## src/rtl/pc_redirect_unit_pkg.sv

```systemverilog
// ============================================================================
// Module : pc_redirect_unit_pkg
// Brief  : Shared widths, flush bit indices, FSM encoding and helpers for the
//          fetch PC redirect unit.
// Rev    : 1.0
// ============================================================================
`default_nettype none

package pc_redirect_unit_pkg;

    localparam int unsigned XLEN = 32;
    localparam logic [XLEN-1:0] RESET_PC_DEFAULT = 32'h0000_0000;

    // Flush vector bit positions, youngest pipeline register first
    localparam int unsigned FL_IFID  = 0;
    localparam int unsigned FL_IDEX  = 1;
    localparam int unsigned FL_EXMEM = 2;

    typedef enum logic [0:0] {
        ST_RUN  = 1'b0,
        ST_HOLD = 1'b1
    } state_t;

    function automatic logic is_misaligned(input logic [XLEN-1:0] addr);
        return addr[1:0] != 2'b00;
    endfunction

endpackage

`default_nettype wire

```

## src/rtl/pc_redirect_unit_pending_reg.sv

```systemverilog
// ============================================================================
// Module : pc_pending_reg
// Brief  : Holds a redirect target that could not be applied because the
//          instruction memory was busy.
// Rev    : 1.0
// ============================================================================
`default_nettype none

module pc_pending_reg
    import pc_redirect_unit_pkg::*;
#(
    parameter int unsigned WIDTH = XLEN
) (
    input  logic             clk,
    input  logic             reset,
    input  logic             load,
    input  logic             clear,
    input  logic [WIDTH-1:0] load_addr,
    output logic [WIDTH-1:0] pend_addr,
    output logic             pend_valid
);

    // Load takes precedence so a fresh redirect is never lost to a clear
    always_ff @(posedge clk or posedge reset) begin
        if (reset) begin
            pend_addr  <= '0;
            pend_valid <= 1'b0;
        end else if (load) begin
            pend_addr  <= load_addr;
            pend_valid <= 1'b1;
        end else if (clear) begin
            pend_valid <= 1'b0;
        end
    end

endmodule

`default_nettype wire

```

## src/rtl/pc_redirect_unit.sv

```systemverilog
// ============================================================================
// Module : pc_redirect_unit
// Brief  : Owns the fetch PC, applies jump/branch redirects (immediately or
//          via a pending register) and drives the wrong-path flush vector.
//          Optional misaligned-target trap: define PC_ALIGN_CHECK_EN.
// Rev    : 1.0
// ============================================================================
`default_nettype none

module pc_redirect_unit
    import pc_redirect_unit_pkg::*;
#(
    parameter logic [XLEN-1:0] RESET_PC    = RESET_PC_DEFAULT,
    parameter int unsigned     FLUSH_DEPTH = 3,
    parameter logic [XLEN-1:0] PC_STEP     = 32'd4
) (
    input  logic                   clk,
    input  logic                   reset,
    input  logic                   pcsrc,
    input  logic [XLEN-1:0]        addr_in,
    input  logic                   stall,
    input  logic                   imem_ready,
    output logic [XLEN-1:0]        pc,
    output logic [XLEN-1:0]        pc_plus4,
    output logic                   fetch_valid,
    output logic [FLUSH_DEPTH-1:0] flush,
    output logic                   redirect_pending
`ifdef PC_ALIGN_CHECK_EN
    ,
    input  logic [XLEN-1:0]        trap_vec,
    output logic                   misalign_trap
`endif
);

    state_t            state;
    logic [XLEN-1:0]   pend_addr;
    logic              pend_valid;
    logic              pend_load;
    logic              pend_clear;
    logic              squash;
    logic [XLEN-1:0]   target;
    logic              target_bad;
    logic [XLEN-1:0]   load_pc;

    assign pc_plus4 = pc + PC_STEP;

    assign pend_load  = (state == ST_RUN)  && pcsrc && !imem_ready;
    assign pend_clear = (state == ST_HOLD) && imem_ready;

    pc_pending_reg #(
        .WIDTH (XLEN)
    ) u_pending (
        .clk        (clk),
        .reset      (reset),
        .load       (pend_load),
        .clear      (pend_clear),
        .load_addr  (addr_in),
        .pend_addr  (pend_addr),
        .pend_valid (pend_valid)
    );

    assign redirect_pending = pend_valid;

    // The target being applied this edge: live request in RUN, latched one in HOLD
    assign target = (state == ST_HOLD) ? pend_addr : addr_in;

`ifdef PC_ALIGN_CHECK_EN
    assign target_bad = is_misaligned(target);
    assign load_pc    = target_bad ? trap_vec : target;
`else
    assign target_bad = 1'b0;
    assign load_pc    = target;
`endif

    always_ff @(posedge clk or posedge reset) begin
        if (reset) begin
            pc    <= RESET_PC;
            state <= ST_RUN;
        end else begin
            case (state)
                ST_RUN: begin
                    if (pcsrc && imem_ready) begin
                        pc <= load_pc;
                    end else if (pcsrc) begin
                        state <= ST_HOLD;
                    end else if (!stall && imem_ready) begin
                        pc <= pc_plus4;
                    end
                end
                ST_HOLD: begin
                    // Redirect outranks both new requests and the hazard hold
                    if (imem_ready) begin
                        pc    <= load_pc;
                        state <= ST_RUN;
                    end
                end
                default: state <= ST_RUN;
            endcase
        end
    end

`ifdef PC_ALIGN_CHECK_EN
    logic load_edge;
    assign load_edge = ((state == ST_RUN) && pcsrc && imem_ready) || pend_clear;

    always_ff @(posedge clk or posedge reset) begin
        if (reset) begin
            misalign_trap <= 1'b0;
        end else begin
            misalign_trap <= load_edge && target_bad;
        end
    end
`else
    logic unused_bad;
    assign unused_bad = target_bad;
`endif

    assign squash = !reset && ((state == ST_HOLD) || pcsrc);

    for (genvar i = 0; i < FLUSH_DEPTH; i++) begin : g_flush
        assign flush[i] = squash;
    end

    assign fetch_valid = !reset && (state == ST_RUN) && !pcsrc && !stall && imem_ready;

endmodule

`default_nettype wire

```

## config.mk

```make
export PLATFORM = sky130hd
export DESIGN_NAME = pc_redirect_unit
export DESIGN_NICKNAME = d
export VERILOG_FILES = /design/src/rtl/pc_redirect_unit_pkg.sv /design/src/rtl/pc_redirect_unit_pending_reg.sv /design/src/rtl/pc_redirect_unit.sv
export SDC_FILE = /design/constraint.sdc
export NUM_CORES = 1
export LEC_CHECK = 0
export CAP_MARGIN = 20
export CORE_MARGIN = 2
export CORE_UTILIZATION = 50
export DETAILED_ROUTE_END_ITERATION = 8
export PLACE_DENSITY = 0.86
export SYNTH_ARGS = -nofsm -noshare
export SYNTH_HDL_FRONTEND = slang
export SYNTH_HIERARCHICAL = 1
export SYNTH_SLANG_ARGS = --single-unit
```

## constraint.sdc

```tcl
create_clock -name clk -period 3.6 [get_ports clk]
set_clock_uncertainty 0.2 [all_clocks]
set_input_delay 0.72 -clock clk [delete_from_list [all_inputs] [get_ports clk]]
set_output_delay 0.72 -clock clk [all_outputs]
set_load 0.01 [all_outputs]
```

# == Word-level counts from Yosys, hierarchy flattened ==
# Cells that the tools add are included.
# word_totals
reg_bits,66
inputBits,37
output_inout_bits,69
# classes
n_addsub,1
n_eq_ne,3
n_mux,12
n_bitwise,1
n_reduce_logical,17
# ops
cell,n
32-bit 2-to-1 mux,5
32-bit one-hot mux with 2 select lines,1
32-bit by 3-bit adder with 32-bit output (second input constant),1
1-bit logical AND,10
1-bit 2-to-1 mux,5
1-bit logical NOT,4
3-bit by 1-bit inequality test with 1-bit output (second input constant),1
3-bit by 2-bit inequality test with 1-bit output (second input constant),1
3-bit AND reduction,1
2-bit inequality test (second input constant),1
1-bit one-hot mux with 2 select lines,1
2-bit nonzero test,1
1-bit logical OR,1
1-bit inverter,1

# == Depth between registers and ports, before layout ==
# Gate-level depths: netlist (run 1).
# logic_depth
ltp_word,6
mapped_depth,7
ltp_nobuf,5

# == Hierarchy ==
# The synthesis (run 1) kept the hierarchy.
# modules_own_cells
module,instances,cells_per_inst,area_per_inst_um2,seq_area_each_um2
pc_redirect_unit,1,361,2874.0,825.8
pc_pending_reg,1,72,1381.3,825.8

# == Least setup slack after synthesis (run 1) ==
# OpenSTA, ideal clock, no wires.
# synth_path
kind,reg2out
from,register pc[2]
to,output pc_plus4[20]
arrival_ns,2.099
path_slack_ns,0.581
stages_incl_launch_ff,7
n_path_buf,1
path_cell_list,dfrtp_1 -> ha_1 -> clkbuf_1 -> nand4_1 -> nor4_1 -> and3_1 -> xor2_1
# synth_between
elab_chain_len,1
# synth_lines
element,line_no,rtl
from (decl),pc_redirect_unit.sv:23,"output logic [XLEN-1:0] pc,"
from (signal assigned),pc_redirect_unit.sv:83,pc <= load_pc;
from (signal assigned),pc_redirect_unit.sv:87,pc <= pc_plus4;
from (signal assigned),pc_redirect_unit.sv:93,pc <= load_pc;
32-bit by 3-bit adder with 32-bit output,pc_redirect_unit.sv:45,assign pc_plus4 = pc + PC_STEP;
to (decl),pc_redirect_unit.sv:24,"output logic [XLEN-1:0] pc_plus4,"
# Every way passes these cells.

# == Worst setup path in the final report (run 1) ==
# layout_path
from,register pc[7]
to,output pc_plus4[31]
# Same word-level chain as after synthesis.

==> out/metrics.csv, run 1 <==
stage;metric;value;unit
sta;drv_slew;0;
synth;synth-main-ff-cell;dfrtp_1;
synth;postSynthAreaPerCell;9.828;sq um
power_and_ir_drop;power_density;513.1;mW/mm^2
synth;yosysTopAreaCell;dfrtp_1;
synth;netlist.area_leader.share;38.81;%
power_and_ir_drop;power.leakage;2.267;nW
route;avgViaCountPerCell;6.219;
placement;gp_congestion;0.9431;
cells_and_area;instances_no_fill;645;
sta;min_period_over_period;96.94;%
global_route;grt_pass1_vias;3996;
power_and_ir_drop;ir_worst_vdd;0.0003197;V
worst_hold_path;min_path_type;reg -> reg;
cells_and_area;fillers;617;
sta;rsz0062_at_grt;yes;
setup_path;startpoint_type;register;
route;drtIter0Drc;381;
synth;yosysSeqAreaShare;38.81;%
clock_tree;cts_root_buf;clkbuf_8;
sta;hold_viol_final;0;
cells_and_area;synthToLayoutAreaGrowth;32.49;%
floorplanning;dieArea;0.009265;sq mm
setup_path;cp_slowest_stage_delay;550;ps
synth;synth.most_common_cell;dfrtp_1;
clock_tree;clockBufferDepth;2;
clock_tree;htree_levels;3;
synth;netlist_top_cells_area;dfrtp_1 (39%), mux2_4 (10%), xnor2_1 (3.1%);
clock_tree;tritoncts;done;
global_route;antenna_found_initial;0;
global_route;grt_first_pass_wirelength;20.15;mm
cells_and_area;final_cell_area;0.005638;sq mm
clock_tree;cts.sinks;66;
route;drt_first_pass_iters;8;
synth;synth_commonest_cells;dfrtp_1 (66), mux2_4 (29), nand2_1 (26);
sta;fmax;0.2866;GHz
floorplanning;pin_count;106;
clock_tree;insertion_delay;360;ps
synth;async_reset_ff_share;100.0;%
placement;io_buffer_count;105;
synth;synth_area;0.004255;sq mm
synth;synth-edff-count;0;
sta;totalNegativeSetupSlack;0;ps
floorplanning;die_w;96.26;um
outcome;outcome;completed;
setup_path;path_class;reg -> out;
clock_tree;cts_made_buffers;9;
route;wl;12.72;mm
setup_path;cp_slowest_cell;clkdlybuf4s50_1;
floorplanning;fp.dieH;96.26;um
global_route;overflow;0;
floorplanning;num_rows;33;
synth;synthCells;433;
route;wl_per_cell;19.72;um
setup_path;required;2680;ps
setup_path;cp_max_fo;15;
route;vias;4011;
route;ant_nets;0;
synth;yosysWarnings;6;
route;drc_errors;0;
sta;setup_viol;0;
placement;dpl.cell_count;628;
global_route;grt_use_total;28.83;%
synth;yosysUniqueCellTypes;55;
setup_path;end_kind;primary output;
global_route;grt_max_degree;34;
sta;min_period;3490;ps
placement;placed_cell_area;0.005409;sq mm
clock_tree;cts.reportedPaths.clkPinSlew;70;ps
cells_and_area;drive_above_1_share;17.96;%
sta;slew_headroom;40.14;%
run;max_cap_violations;0;
floorplanning;coreArea;0.008217;sq mm
setup_path;cp.arrival;2570;ps
sta;tightest_slew;896.8;ps
synth;syn_nets;471;
cells_and_area;n_antenna_cell;0;
floorplanning;initial_core_util;51.79;%
synth;synth-seq-cells;66;
setup_path;path_cells;nand4_1, or3_4, nor4_2, xor2_1, clkdlybuf4s50_1;
placement;dpl.hpwl;8.896;mm
cells_and_area;final_nets;573;
## metal layers
metal	global-route usage, %	routed length, um
met4	10.60	337
met1	35.91	5008
met5	0	0
met2	48.03	6117
met3	7.596	1254
## cell type report
| type | count | area [sq um] | share of cell area, % |
|---|---|---|---|
| inverter | 14 | 52.55 | 0.9321 |
| clock buffer | 10 | 127.6 | 2.264 |
| multi-input combinational | 310 | 2341 | 41.52 |
| tap | 105 | 131.4 | 2.330 |
| sequential | 66 | 1659 | 29.43 |
| timing repair buffer | 134 | 1269 | 22.50 |
| clock inverter | 6 | 57.56 | 1.021 |
## repair_timing
action,CTS,global route
pin swaps,0,1
gates cloned,0,0
gates resized for setup,3,8
hold buffers,0,0
setup endpoints to repair,7,12
setup buffers,0,1
## cells in the final DEF, fill, tap and decap left out, drive strengths merged, types with 3 or more instances in the layout
cell type / n
a211oi: 4
a21o: 3
a21oi: 19
a222oi: 4
a22o: 5
a2bb2oi: 4
a31oi: 6
and2: 3
and3: 6
and4: 5
buf: 29
clkbuf: 10
clkdlybuf4s50: 105
clkinv: 4
dfrtp: 66
inv: 14
mux2: 38
mux2i: 11
nand2: 26
nand2b: 5
nand3: 18
nand3b: 3
nand4: 15
nor2: 24
nor3: 8
nor4: 10
nor4b: 3
o21ai: 15
o22a: 4
o22ai: 11
o2bb2ai: 5
or4: 5
xnor2: 15
xor2: 13
## kinds of logic after synthesis
logic type	Yosys count	synth area share [%]
compound gates	96	15.64
mux	49	15.20
fa+ha+maj	1	0.2940
xor+xnor	28	5.763
flops	66	38.81
simple gates	136	17.23
buf+inv	57	7.057
## metrics by stage
| stage | util, % | power (mW) | worst slack [ps] | hold WS (ps) |
|---|---|---|---|---|
| after detailed placement | 65.83 | 2.255 | 207.7 | 272.6 |
| after global routing | 68.62 | 3.042 | -7.309 | 311.7 |
| after global placement | 65.83 | 2.224 | 296.0 | 270.3 |
| final | 68.62 | 2.893 | 110.2 | 287.3 |
| after CTS | 68.25 | 2.875 | 41.68 | 290.1 |
| after floorplan | - | 1.680 | 581.1 | 276.2 |
## worst max-delay path, delay by kind of cell (launching register included)
family                 cells  cell delay, ps
XOR/XNOR                   1             180
buffers and inverters      1             550
flip-flops                 1             440
AND/OR/NAND/NOR            3            1050
## state kept, by name (all words and copies together), names as in the netlist
register and flops:
pc 32, u_pending/pend_addr 32, state 1, u_pending/pend_valid 1
## worst paths after layout
path / start / endpoint / slack [ps] / depth (start not counted)
max in group asynchronous: reset / pc[23]$_DFFE_PP0P_ / 1750 / 3
worst max-delay path: pc[7]$_DFFE_PP0P_ / pc_plus4[31] / 110 / 5
worst max register to register: state$_DFF_PP0_ / u_pending/pend_addr[10]$_DFFE_PP0P_ / 1160 / 5
worst min-delay path: u_pending/pend_valid$_DFFE_PP0P_ / u_pending/pend_valid$_DFFE_PP0P_ / 290 / 1
worst min register to register: u_pending/pend_valid$_DFFE_PP0P_ / u_pending/pend_valid$_DFFE_PP0P_ / 290 / 1
min in group asynchronous: reset / u_pending/pend_addr[30]$_DFFE_PP0P_ / 700 / 3
## power by group
group	switching, mW	internal, mW	total (mW)
combinational	0.508	0.671	1.18
clock	0.296	0.315	0.611
sequential	0.200	0.902	1.10
No activity file was read; power rests on OpenSTA's default activity.
==> inputs of run 2 (changes only) <==
Settings changed: DONT_BUFFER_PORTS set to 1, PLACE_DENSITY 0.86 to 0.7.
==> out/metrics.csv, run 2 (synthesized netlist as in run 1, its figures left out) <==
stage;metric;value;unit;change
route;avgViaCountPerCell;6.638;;+6.7%
clock_tree;postCtsResizedCells;0;;-3
setup_path;r2r_cells;4;;-1
setup_path;end_kind;primary output;;
power_and_ir_drop;power_frac_clock;23.5;%;+2.4 points
clock_tree;cts.reportedPaths.clkPinSlew;70;ps;about the same
power_and_ir_drop;power_density;536.7;mW/mm^2;+4.6%
clock_tree;clockBufferDepth;2;;unchanged
setup_path;cp_slowest_cell;or3_1;;
cells_and_area;final_cell_mix;dfrtp_1 (66), mux2_4 (29), nand2_1 (26), nor2_1 (24), buf_4 (20);;
route;wl;12.03;mm;-5.4%
route;wl_met1;5.009;mm;about the same
route;wl_met3;1.208;mm;-3.7%
clock_tree;htree_levels;3;;unchanged
global_route;grt_first_pass_wirelength;18.97;mm;-5.9%
power_and_ir_drop;power.sequential.fraction;48.1;%;+10 points
global_route;grt_max_degree;34;;unchanged
sta;min_period;3411;ps;-78.50 ps
cells_and_area;n_antenna_cell;0;;unchanged
sta;hold_viol_final;0;;unchanged
cells_and_area;final_common_cell;dfrtp_1;;
floorplanning;coreArea;0.008217;sq mm;unchanged
setup_path;rr_endpoint;pc[29]$_DFFE_PP0P_;;
clock_tree;cts_made_buffers;9;;unchanged
power_and_ir_drop;sw_frac_of_total;38.02;%;+3.3 points
sta;slew_headroom;51.21;%;+11 points
clock_tree;tritoncts;done;;
global_route;overflow;0;;unchanged
setup_path;cp_max_fo;15;;unchanged
route;drtIter0Drc;285;;-25%
floorplanning;pin_count;106;;unchanged
placement;gp_congestion;0.8650;;-8.3%
route;drc_errors;0;;unchanged
sta;min_period_over_period;94.76;%;-2.2 points
setup_path;cp.arrival;2490;ps;-80 ps
power_and_ir_drop;ir_worst_vdd;0.0003038;V;-5.0%
sta;whs;171.8;ps;-115.5 ps
placement;dp_slack;475.6;ps;+267.9 ps
clock_tree;cts.sinks;66;;unchanged
route;top_layer;met4;;
cells_and_area;drive_above_1_share;18.82;%;+0.86 points
run;max_cap_violations;0;;unchanged
setup_path;rrSetupSlack;1070;ps;-90 ps
floorplanning;initial_core_util;51.79;%;unchanged
route;ant_nets;0;;unchanged
clock_tree;cts_hold_buf;0;;unchanged
sta;drv_slew;0;;unchanged
cells_and_area;fillers;726;;+18%
sta;rsz0062_at_grt;no;;
route;wl_per_cell;22.69;um;+15%
clock_tree;post_cts_buffers;0;;unchanged
power_and_ir_drop;internal-power;1.493;mW;-21%
power_and_ir_drop;comb_power_share;28.4;%;-12 points
route;drt_first_pass_iters;5;;-3
setup_path;path_class;reg -> out;;
route;vias;3518;;-12%
sta;setup_viol;0;;unchanged
sta;tightest_slew;731.8;ps;-165.0 ps
floorplanning;num_rows;33;;unchanged
cells_and_area;final_nets;459;;-20%
placement;dpl.hpwl;8.542;mm;-4.0%
setup_path;startpoint_type;register;;
clock_tree;cts_root_buf;clkbuf_8;;
cells_and_area;synthToLayoutAreaGrowth;5.440;%;
outcome;outcome;completed;;
power_and_ir_drop;p_sw;915.5;uW;-8.8%
cells_and_area;biggestRegsByFlops;pc: 32 flops, u_pending/pend_addr: 32 flops;;
floorplanning;die_w;96.26;um;unchanged
worst_hold_path;min_path_type;in -> async;;
floorplanning;fp.dieH;96.26;um;unchanged
setup_path;r2r-start;pc[2]$_DFFE_PP0P_;;
setup_path;required;2680;ps;about the same
setup_path;cpLargestDelayFamily;simple AND/OR/NAND/NOR gates;;
floorplanning;dieArea;0.009265;sq mm;unchanged
setup_path;worst-path-buf-inv;0;;-1
global_route;antenna_found_initial;0;;unchanged
clock_tree;insertion_delay;340;ps;-20 ps
sta;layout_setup_ws;188.7;ps;+78.50 ps
global_route;grt_use_total;27.27;%;-1.6 points
setup_path;cp_slowest_stage_delay;630;ps;+80 ps
placement;io_buffer_count;0;;-100%
power_and_ir_drop;power.leakage;1.817;nW;-20%
sta;fmax;0.2931;GHz;+2.3%
global_route;grt_pass1_vias;3601;;-9.9%
route;met2_length;5.593;mm;-8.6%
setup_path;path_cells;nand4_1, or3_1, nor4_2, xor2_1;;
sta;totalNegativeSetupSlack;0;ps;unchanged
run 2: changes by cell type in the layout (fill, tap and decap cells not counted), sizes merged:
| cell | delta |
|---|---|
| buf | -9 |
| bufinv | -1 |
| clkbuf | +2 |
| clkdlybuf4s50 | -105 |
| clkinv | -1 |
| clkinvlp | -1 |
run 2: layer usage:
layer | up-vias | GRT usage, %
li1 | 1572 | -
met1 | 1776 | 34.76
met2 | 153 | 42.65
met3 | 17 | 10.42
met4 | 0 | 8.810
met5 | - | 0
run 2: worst register-to-register path, stage by stage, from the launching register on:
cell and delay (ps):
dfrtp_1 550, nand4_1 240, or3_1 630, or4_1 590, a211oi_1 230
run 2: power by group through the flow:
stage               clock, mW  combinational, mW  sequential [mW]
floorplan                   0              0.604             1.08
global route            0.615              0.748             1.19
global placement            0              0.664             1.16
CTS                     0.578              0.682             1.15
detailed placement          0              0.679             1.17
finish                  0.566              0.684             1.16
run 2: how the worst max path moves through the flow:
stage | start | to | slack, ps | cells past startpoint
2_1_floorplan | pc[2]$_DFFE_PP0P_ | pc_plus4[20] | 580 | 6
3_3_place_gp | pc[2]$_DFFE_PP0P_ | pc_plus4[26] | 510 | 5
3_5_place_dp | pc[4]$_DFFE_PP0P_ | pc_plus4[31] | 480 | 4
4_1_cts | pc[4]$_DFFE_PP0P_ | pc_plus4[31] | 100 | 4
5_1_grt | pc[2]$_DFFE_PP0P_ | pc_plus4[25] | 10 | 4
6_report | pc[2]$_DFFE_PP0P_ | pc_plus4[31] | 190 | 4
run 2: area by class of cell:
cell class,instances,area (sq um),share of cell area [%]
Clock buffer,12,155.1,3.458
Timing Repair Buffer,20,150.1,3.346
Clock inverter,3,15.01,0.3346
Multi-Input combinational cell,310,2331,51.95
Sequential cell,66,1652,36.81
Inverter,14,52.55,1.171
Tap cell,105,131.4,2.928
run 2: per-stage QoR:
| stage | instances | utilization (%) | power [mW] | cell area, sq um |
|---|---|---|---|---|
| final | 530 | 54.61 | 2.408 | 4487 |
| after global routing | 530 | 54.61 | 2.553 | 4487 |
| after CTS | 530 | 54.38 | 2.414 | 4468 |
| after detailed placement | 515 | 52.31 | 1.846 | 4298 |
| after global placement | 515 | 52.31 | 1.820 | 4298 |
| after floorplan | 433 | - | 1.680 | 4255 |
==> inputs of run 3 (changes only) <==
Settings changed: GPL_TIMING_DRIVEN set to 1.
==> results of run 3 <==
Same layout as run 2: the final DEF is identical, and so are final timing and power.
